$ cat config.mk
export PLATFORM = sky130hd
export DESIGN_NAME = alu_exec_ctrl
export DESIGN_NICKNAME = d
export VERILOG_FILES = /design/src/rtl/alu_exec_ctrl.sv
export SDC_FILE = /design/constraint.sdc
export NUM_CORES = 1
export LEC_CHECK = 0
export CAP_MARGIN = 20
export CELL_PAD_IN_SITES_DETAIL_PLACEMENT = 1
export CELL_PAD_IN_SITES_GLOBAL_PLACEMENT = 1
export CORE_ASPECT_RATIO = 1.5
export CORE_MARGIN = 2
export CORE_UTILIZATION = 35
export DETAILED_ROUTE_END_ITERATION = 10
export PLACE_DENSITY_LB_ADDON = 0.1
export SLEW_MARGIN = 20
export SYNTH_ARGS = -nofsm -noshare
export SYNTH_HDL_FRONTEND = slang
export SYNTH_SLANG_ARGS = --single-unit
export TNS_END_PERCENT = 30
$ cat constraint.sdc
create_clock -name clk -period 1.92 [get_ports clk]
set_input_delay 0.48 -clock clk [delete_from_list [all_inputs] [get_ports clk]]
set_output_delay 0.48 -clock clk [all_outputs]
set_load 0.02 [all_outputs]
$ cat src/rtl/alu_exec_ctrl.sv
// Execute-stage sequencer around a combinational 8-bit ALU: fetches operands from a
// small register file, captures ALU results/flags, writes back, and drives an OUT port.
//
// state | meaning
// IDLE  | instr_ready high, waiting for an instruction; ALU opcode parked at 0000
// READ  | register ALU operands and opcode from latched instruction and regfile
// EXEC  | ALU settles; capture result and flags into holding registers
// WB    | writeback and flag update; OUT waits here for out_ready
module alu_exec_ctrl #(
  parameter int NUM_REGS = 4,
  parameter int DATA_W   = 8,
  parameter int INSTR_W  = 16
) (
  input  logic               clk,
  input  logic               rst,
  input  logic               instr_valid,
  output logic               instr_ready,
  input  logic [INSTR_W-1:0] instr,
  output logic [DATA_W-1:0]  alu_op1,
  output logic [DATA_W-1:0]  alu_op2,
  output logic [3:0]         alu_opcode,
  input  logic [DATA_W-1:0]  alu_out,
  input  logic               alu_z,
  input  logic               alu_cy,
  input  logic               alu_sign,
  output logic               out_valid,
  input  logic               out_ready,
  output logic [DATA_W-1:0]  out_data,
  output logic [2:0]         flags_q,
  output logic               busy
);

  localparam logic [1:0] S_IDLE = 2'd0;
  localparam logic [1:0] S_READ = 2'd1;
  localparam logic [1:0] S_EXEC = 2'd2;
  localparam logic [1:0] S_WB   = 2'd3;

  logic [1:0]         state_q, state_d;
  logic [INSTR_W-1:0] instr_q, instr_d;
  logic [DATA_W-1:0]  regs_q [NUM_REGS];
  logic [DATA_W-1:0]  regs_d [NUM_REGS];
  logic [2:0]         flags_d;
  logic [DATA_W-1:0]  op1_q, op1_d, op2_q, op2_d;
  logic [3:0]         opc_q, opc_d;
  logic [DATA_W-1:0]  res_q, res_d;
  logic               rz_q, rz_d, rcy_q, rcy_d, rsign_q, rsign_d;
  logic [DATA_W-1:0]  out_data_q, out_data_d;
  logic               out_valid_q, out_valid_d;

  logic [3:0]         op;
  logic [1:0]         rd, rs;
  logic               imm_sel;
  logic [DATA_W-1:0]  imm;
  logic               is_alu, is_cmp;
  logic               rsvd_unused;

  assign op          = instr_q[15:12];
  assign rd          = instr_q[11:10];
  assign imm_sel     = instr_q[9];
  assign rsvd_unused = instr_q[8];
  assign imm         = instr_q[DATA_W-1:0];
  assign rs          = instr_q[1:0];
  assign is_alu      = op[3] | op[2];
  assign is_cmp      = (op[2:0] == 3'b111);

  assign instr_ready = (state_q == S_IDLE) && !rst;
  assign busy        = (state_q != S_IDLE);
  assign alu_op1     = op1_q;
  assign alu_op2     = op2_q;
  assign alu_opcode  = opc_q;
  assign out_valid   = out_valid_q;
  assign out_data    = out_data_q;

  always_comb begin
    state_d     = state_q;
    instr_d     = instr_q;
    regs_d      = regs_q;
    flags_d     = flags_q;
    op1_d       = op1_q;
    op2_d       = op2_q;
    opc_d       = opc_q;
    res_d       = res_q;
    rz_d        = rz_q;
    rcy_d       = rcy_q;
    rsign_d     = rsign_q;
    out_data_d  = out_data_q;
    out_valid_d = out_valid_q;
    case (state_q)
      S_IDLE: begin
        if (instr_valid && instr_ready) begin
          instr_d = instr;
          state_d = S_READ;
        end
      end
      S_READ: begin
        op1_d   = regs_q[rd];
        op2_d   = imm_sel ? imm : regs_q[rs];
        opc_d   = op;
        state_d = S_EXEC;
      end
      S_EXEC: begin
        res_d   = alu_out;
        rz_d    = alu_z;
        rcy_d   = alu_cy;
        rsign_d = alu_sign;
        if (op == 4'b0011) begin
          out_data_d  = regs_q[rd];
          out_valid_d = 1'b1;
        end
        state_d = S_WB;
      end
      default: begin
        if (is_alu) begin
          if (!is_cmp) regs_d[rd] = res_q;
          // flags_q = {sign, cy, z}; SUB with a zero result clears cy/sign
          if (op[3:2] == 2'b10) begin
            flags_d[0] = rz_q;
          end else begin
            case (op[1:0])
              2'b00:   flags_d[1]   = rcy_q;
              2'b01:   flags_d      = rz_q ? 3'b001 : {rsign_q, rcy_q, 1'b0};
              2'b10:   flags_d[0]   = rz_q;
              default: flags_d[1:0] = {rcy_q, rz_q};
            endcase
          end
        end else if (op == 4'b0001) begin
          regs_d[rd] = imm;
        end else if (op == 4'b0010) begin
          regs_d[rd] = regs_q[rs];
        end
        if (op == 4'b0011) begin
          // Writeback above is a no-op for OUT, so repeating it while stalled is harmless
          if (out_ready) begin
            out_valid_d = 1'b0;
            opc_d       = 4'b0000;
            state_d     = S_IDLE;
          end
        end else begin
          opc_d   = 4'b0000;
          state_d = S_IDLE;
        end
      end
    endcase
  end

  always_ff @(posedge clk) begin
    if (rst) begin
      state_q     <= S_IDLE;
      instr_q     <= '0;
      for (int i = 0; i < NUM_REGS; i++) regs_q[i] <= '0;
      flags_q     <= '0;
      op1_q       <= '0;
      op2_q       <= '0;
      opc_q       <= '0;
      res_q       <= '0;
      rz_q        <= 1'b0;
      rcy_q       <= 1'b0;
      rsign_q     <= 1'b0;
      out_data_q  <= '0;
      out_valid_q <= 1'b0;
    end else begin
      state_q     <= state_d;
      instr_q     <= instr_d;
      regs_q      <= regs_d;
      flags_q     <= flags_d;
      op1_q       <= op1_d;
      op2_q       <= op2_d;
      opc_q       <= opc_d;
      res_q       <= res_d;
      rz_q        <= rz_d;
      rcy_q       <= rcy_d;
      rsign_q     <= rsign_d;
      out_data_q  <= out_data_d;
      out_valid_q <= out_valid_d;
    end
  end

endmodule
==> impl_metrics.json <==
{
  "fp.dieH_um": 139,
  "n_fill_cell": 1353,
  "dieArea_mm2": 0.0130,
  "vdd_drop_max_mv": 0.660,
  "num_rows": 49,
  "post-route-drc-count": 0,
  "fin_crit_ps": 1800,
  "routed_wl_mm": 11.9,
  "p_total_uw": 5790,
  "start_util": 0.355,
  "area_delta_synth_final_pct": 27.1,
  "grt_max_degree": 44,
  "drv_cap": 0,
  "ys_seq_area_frac": 0.436,
  "synth-edff-count": 0,
  "synthArstFlopShare": 0,
  "nets": 541,
  "die_w_um": 93.7,
  "cp_cell_sequence": "clkdlybuf4s50_1",
  "cts_root_buffer": "clkbuf_16",
  "syn_area_per_cell_um2": 9.58,
  "avgViaCountPerCell": 5.28,
  "clockPowerShare": 0.301,
  "leakage_uw": 0.00187,
  "avgRoutedWirePerCell_um": 17.9,
  "critical_path_class": "flop to output port",
  "grt_pass1_vias": 3625,
  "antenna_found_initial": 0,
  "yosys.area.top_type_share": 0.436,
  "fin_worst_skew_ps": 4.71,
  "maxSlewHeadroom": 0.651,
  "ant_nets": 0,
  "initialDrtViolationCount": 111,
  "maxSlewViolCount": 0,
  "synth_cell_type_count": 44,
  "powerDensity_mw_per_mm2": 1080,
  "yosys_warnings": 0,
  "first_pass_iters": 4,
  "hold_slack_ps": 474,
  "synth_area_leaders": "dfxtp_1, mux2i_1, o21ai_0, mux4_2, nand3_1",
  "clock-sinks": 92,
  "worst_pin_slew_ps": 522,
  "power.switching_uw": 1970,
  "switching_share": 0.341,
  "io_buffers": 63,
  "hp-class": "flop to flop",
  "cts_tree": "done",
  "grt_use_total": 0.193,
  "cts_hold_buffers": 0,
  "antennaDiodeCount": 0,
  "p_int_uw": 3820,
  "finalHoldViolations": 0,
  "ys_seq_elements": 92,
  "ctsHtreeMaxLevel": 3,
  "core_mm2": 0.0119,
  "grt_pass1_wl_mm": 19.3,
  "synth_top_cell_by_area": "dfxtp_1",
  "drive_gt1_frac": 0.127,
  "clkTransAtPathRegs_ps": 70,
  "fmax_mhz": 555,
  "crit_required_ps": 1440,
  "rsz0062_at_grt": "false",
  "crit_path_top_delay_cell": "clkdlybuf4s50_1",
  "start_kind": "flop",
  "dp_hpwl_mm": 8.91,
  "gp_congestion": 0.835,
  "path_max_fanout": 2,
  "overflow": 0,
  "p_comb_frac": 0.300,
  "num_vias": 3506,
  "netlist_area_mm2": 0.00423,
  "cts_buffers": 9,
  "setup_viol": 0,
  "synthesis.nets": 476,
  "clk_path_buf_depth": 2,
  "cp-end-kind": "output port",
  "setup_ws_ps": 117,
  "cp_num_buf_inv": 1,
  "period_share": 0.939,
  "io_pins": 65,
  "crit_arrival_ps": 1320,
  "status": "finished clean",
  "dp_slack_ps": -307,
  "synth_flop_cell": "dfxtp_1",
  "tns_ps": 0,
  "cp_top_family": "buffers and inverters",
  "syn-instance-count": 441,
  "slowest_delay_ps": 620,
  "worstSkewPairLatency_ps": 340,
  "p_seq_frac": 0.399
}
## metal layers
layer / global-route usage / part of all wire / wire (um)
met1: 0.222 / 0.41 / 4810
met2: 0.355 / 0.55 / 6540
met3: 0.0321 / 0.025 / 296
met4: 0.0610 / 0.018 / 208
met5: 0 / 0 / 0
## per-stage QoR
stage | cell area (um^2) | utilization | std cells
4_1_cts | 5360 | 0.451 | 664
3_5_place_dp | 5060 | 0.426 | 648
2_1_floorplan | 4230 | - | 441
6_report | 5370 | 0.452 | 664
3_3_place_gp | 5060 | 0.426 | 648
5_1_grt | 5370 | 0.452 | 664
## power groups by stage
stage | clock, uW | combinational (uW) | sequential, uW
global placement | 0 | 1730 | 2350
finish | 1740 | 1740 | 2310
CTS | 1790 | 1750 | 2320
global route | 1880 | 1900 | 2340
detailed placement | 0 | 1750 | 2360
floorplan | 0 | 1090 | 2340
## synthesized netlist by cell type (5+ instances only)
library cell,count
nor3b_1,8
dfxtp_1,92
mux2i_1,59
o21ai_0,44
a211oi_1,7
nor2_1,44
buf_6,5
inv_1,5
o311ai_0,5
buf_2,10
mux4_2,8
nand3b_1,8
clkbuf_1,19
nand3_1,33
nand2_1,31
o221ai_1,8
## registers in the layout, summed over array words and instances, names as in the netlist
signal / flops
flags_q: 3
state_q: 2
alu_op2: 8
instr_q: 15
alu_op1: 8
regs_q: 32
rsign_q: 1
out_valid: 1
alu_opcode: 4
out_data: 8
rcy_q: 1
rz_q: 1
res_q: 8
## cells by family (layout without fill, tap and decap cells)
kind of cell / after synthesis / in the layout / synth area share
simple gates: 141 / 141 / 0.162
compound gates: 93 / 93 / 0.149
flops: 92 / 92 / 0.436
mux: 67 / 67 / 0.182
buf+inv: 44 / 114 / 0.0589
fa+ha+maj: 4 / 4 / 0.0118
## layout by cell type (no fill, tap or decap), drive strengths merged, types with 5 or more instances in the layout
cell type and instances:
mux4 8, clkdlybuf4s50 61, o221ai 8, dfxtp 92, clkbuf 9, nor2b 5, nand3 34, nand2 31
nor3b 8, nor2 44, o311ai 7, mux2i 59, o21ai 47, inv 10, buf 30, o211ai 5
nand3b 8, a211oi 7
## final cells by class
cell class	instances	area (um^2)	share of cell area
Clock buffer	9	225	0.0419
Tap cell	153	191	0.0356
Sequential cell	92	1840	0.343
Timing Repair Buffer	92	871	0.162
Clock inverter	7	68.8	0.0128
Inverter	6	22.5	0.00419
Multi-Input combinational cell	305	2150	0.400
## final timing paths
path / from / end / slack (ps) / depth (start not counted)
setup / recovery: alu_op2[6] / alu_op2[6] / 120 / 1
hold / removal: out_valid / out_valid / 470 / 2
setup reg to reg: instr_q[1] / regs_q[5] / 190 / 5
hold reg to reg: out_valid / out_valid / 470 / 2
## repair_timing
| item | 4_1_cts | 5_1_grt |
|---|---|---|
| setup endpoints to repair | 2 | 46 |
| resized for setup | 5 | 5 |
| buffers inserted | 0 | 0 |
Note: power is estimated with default switching activity, not from simulation.
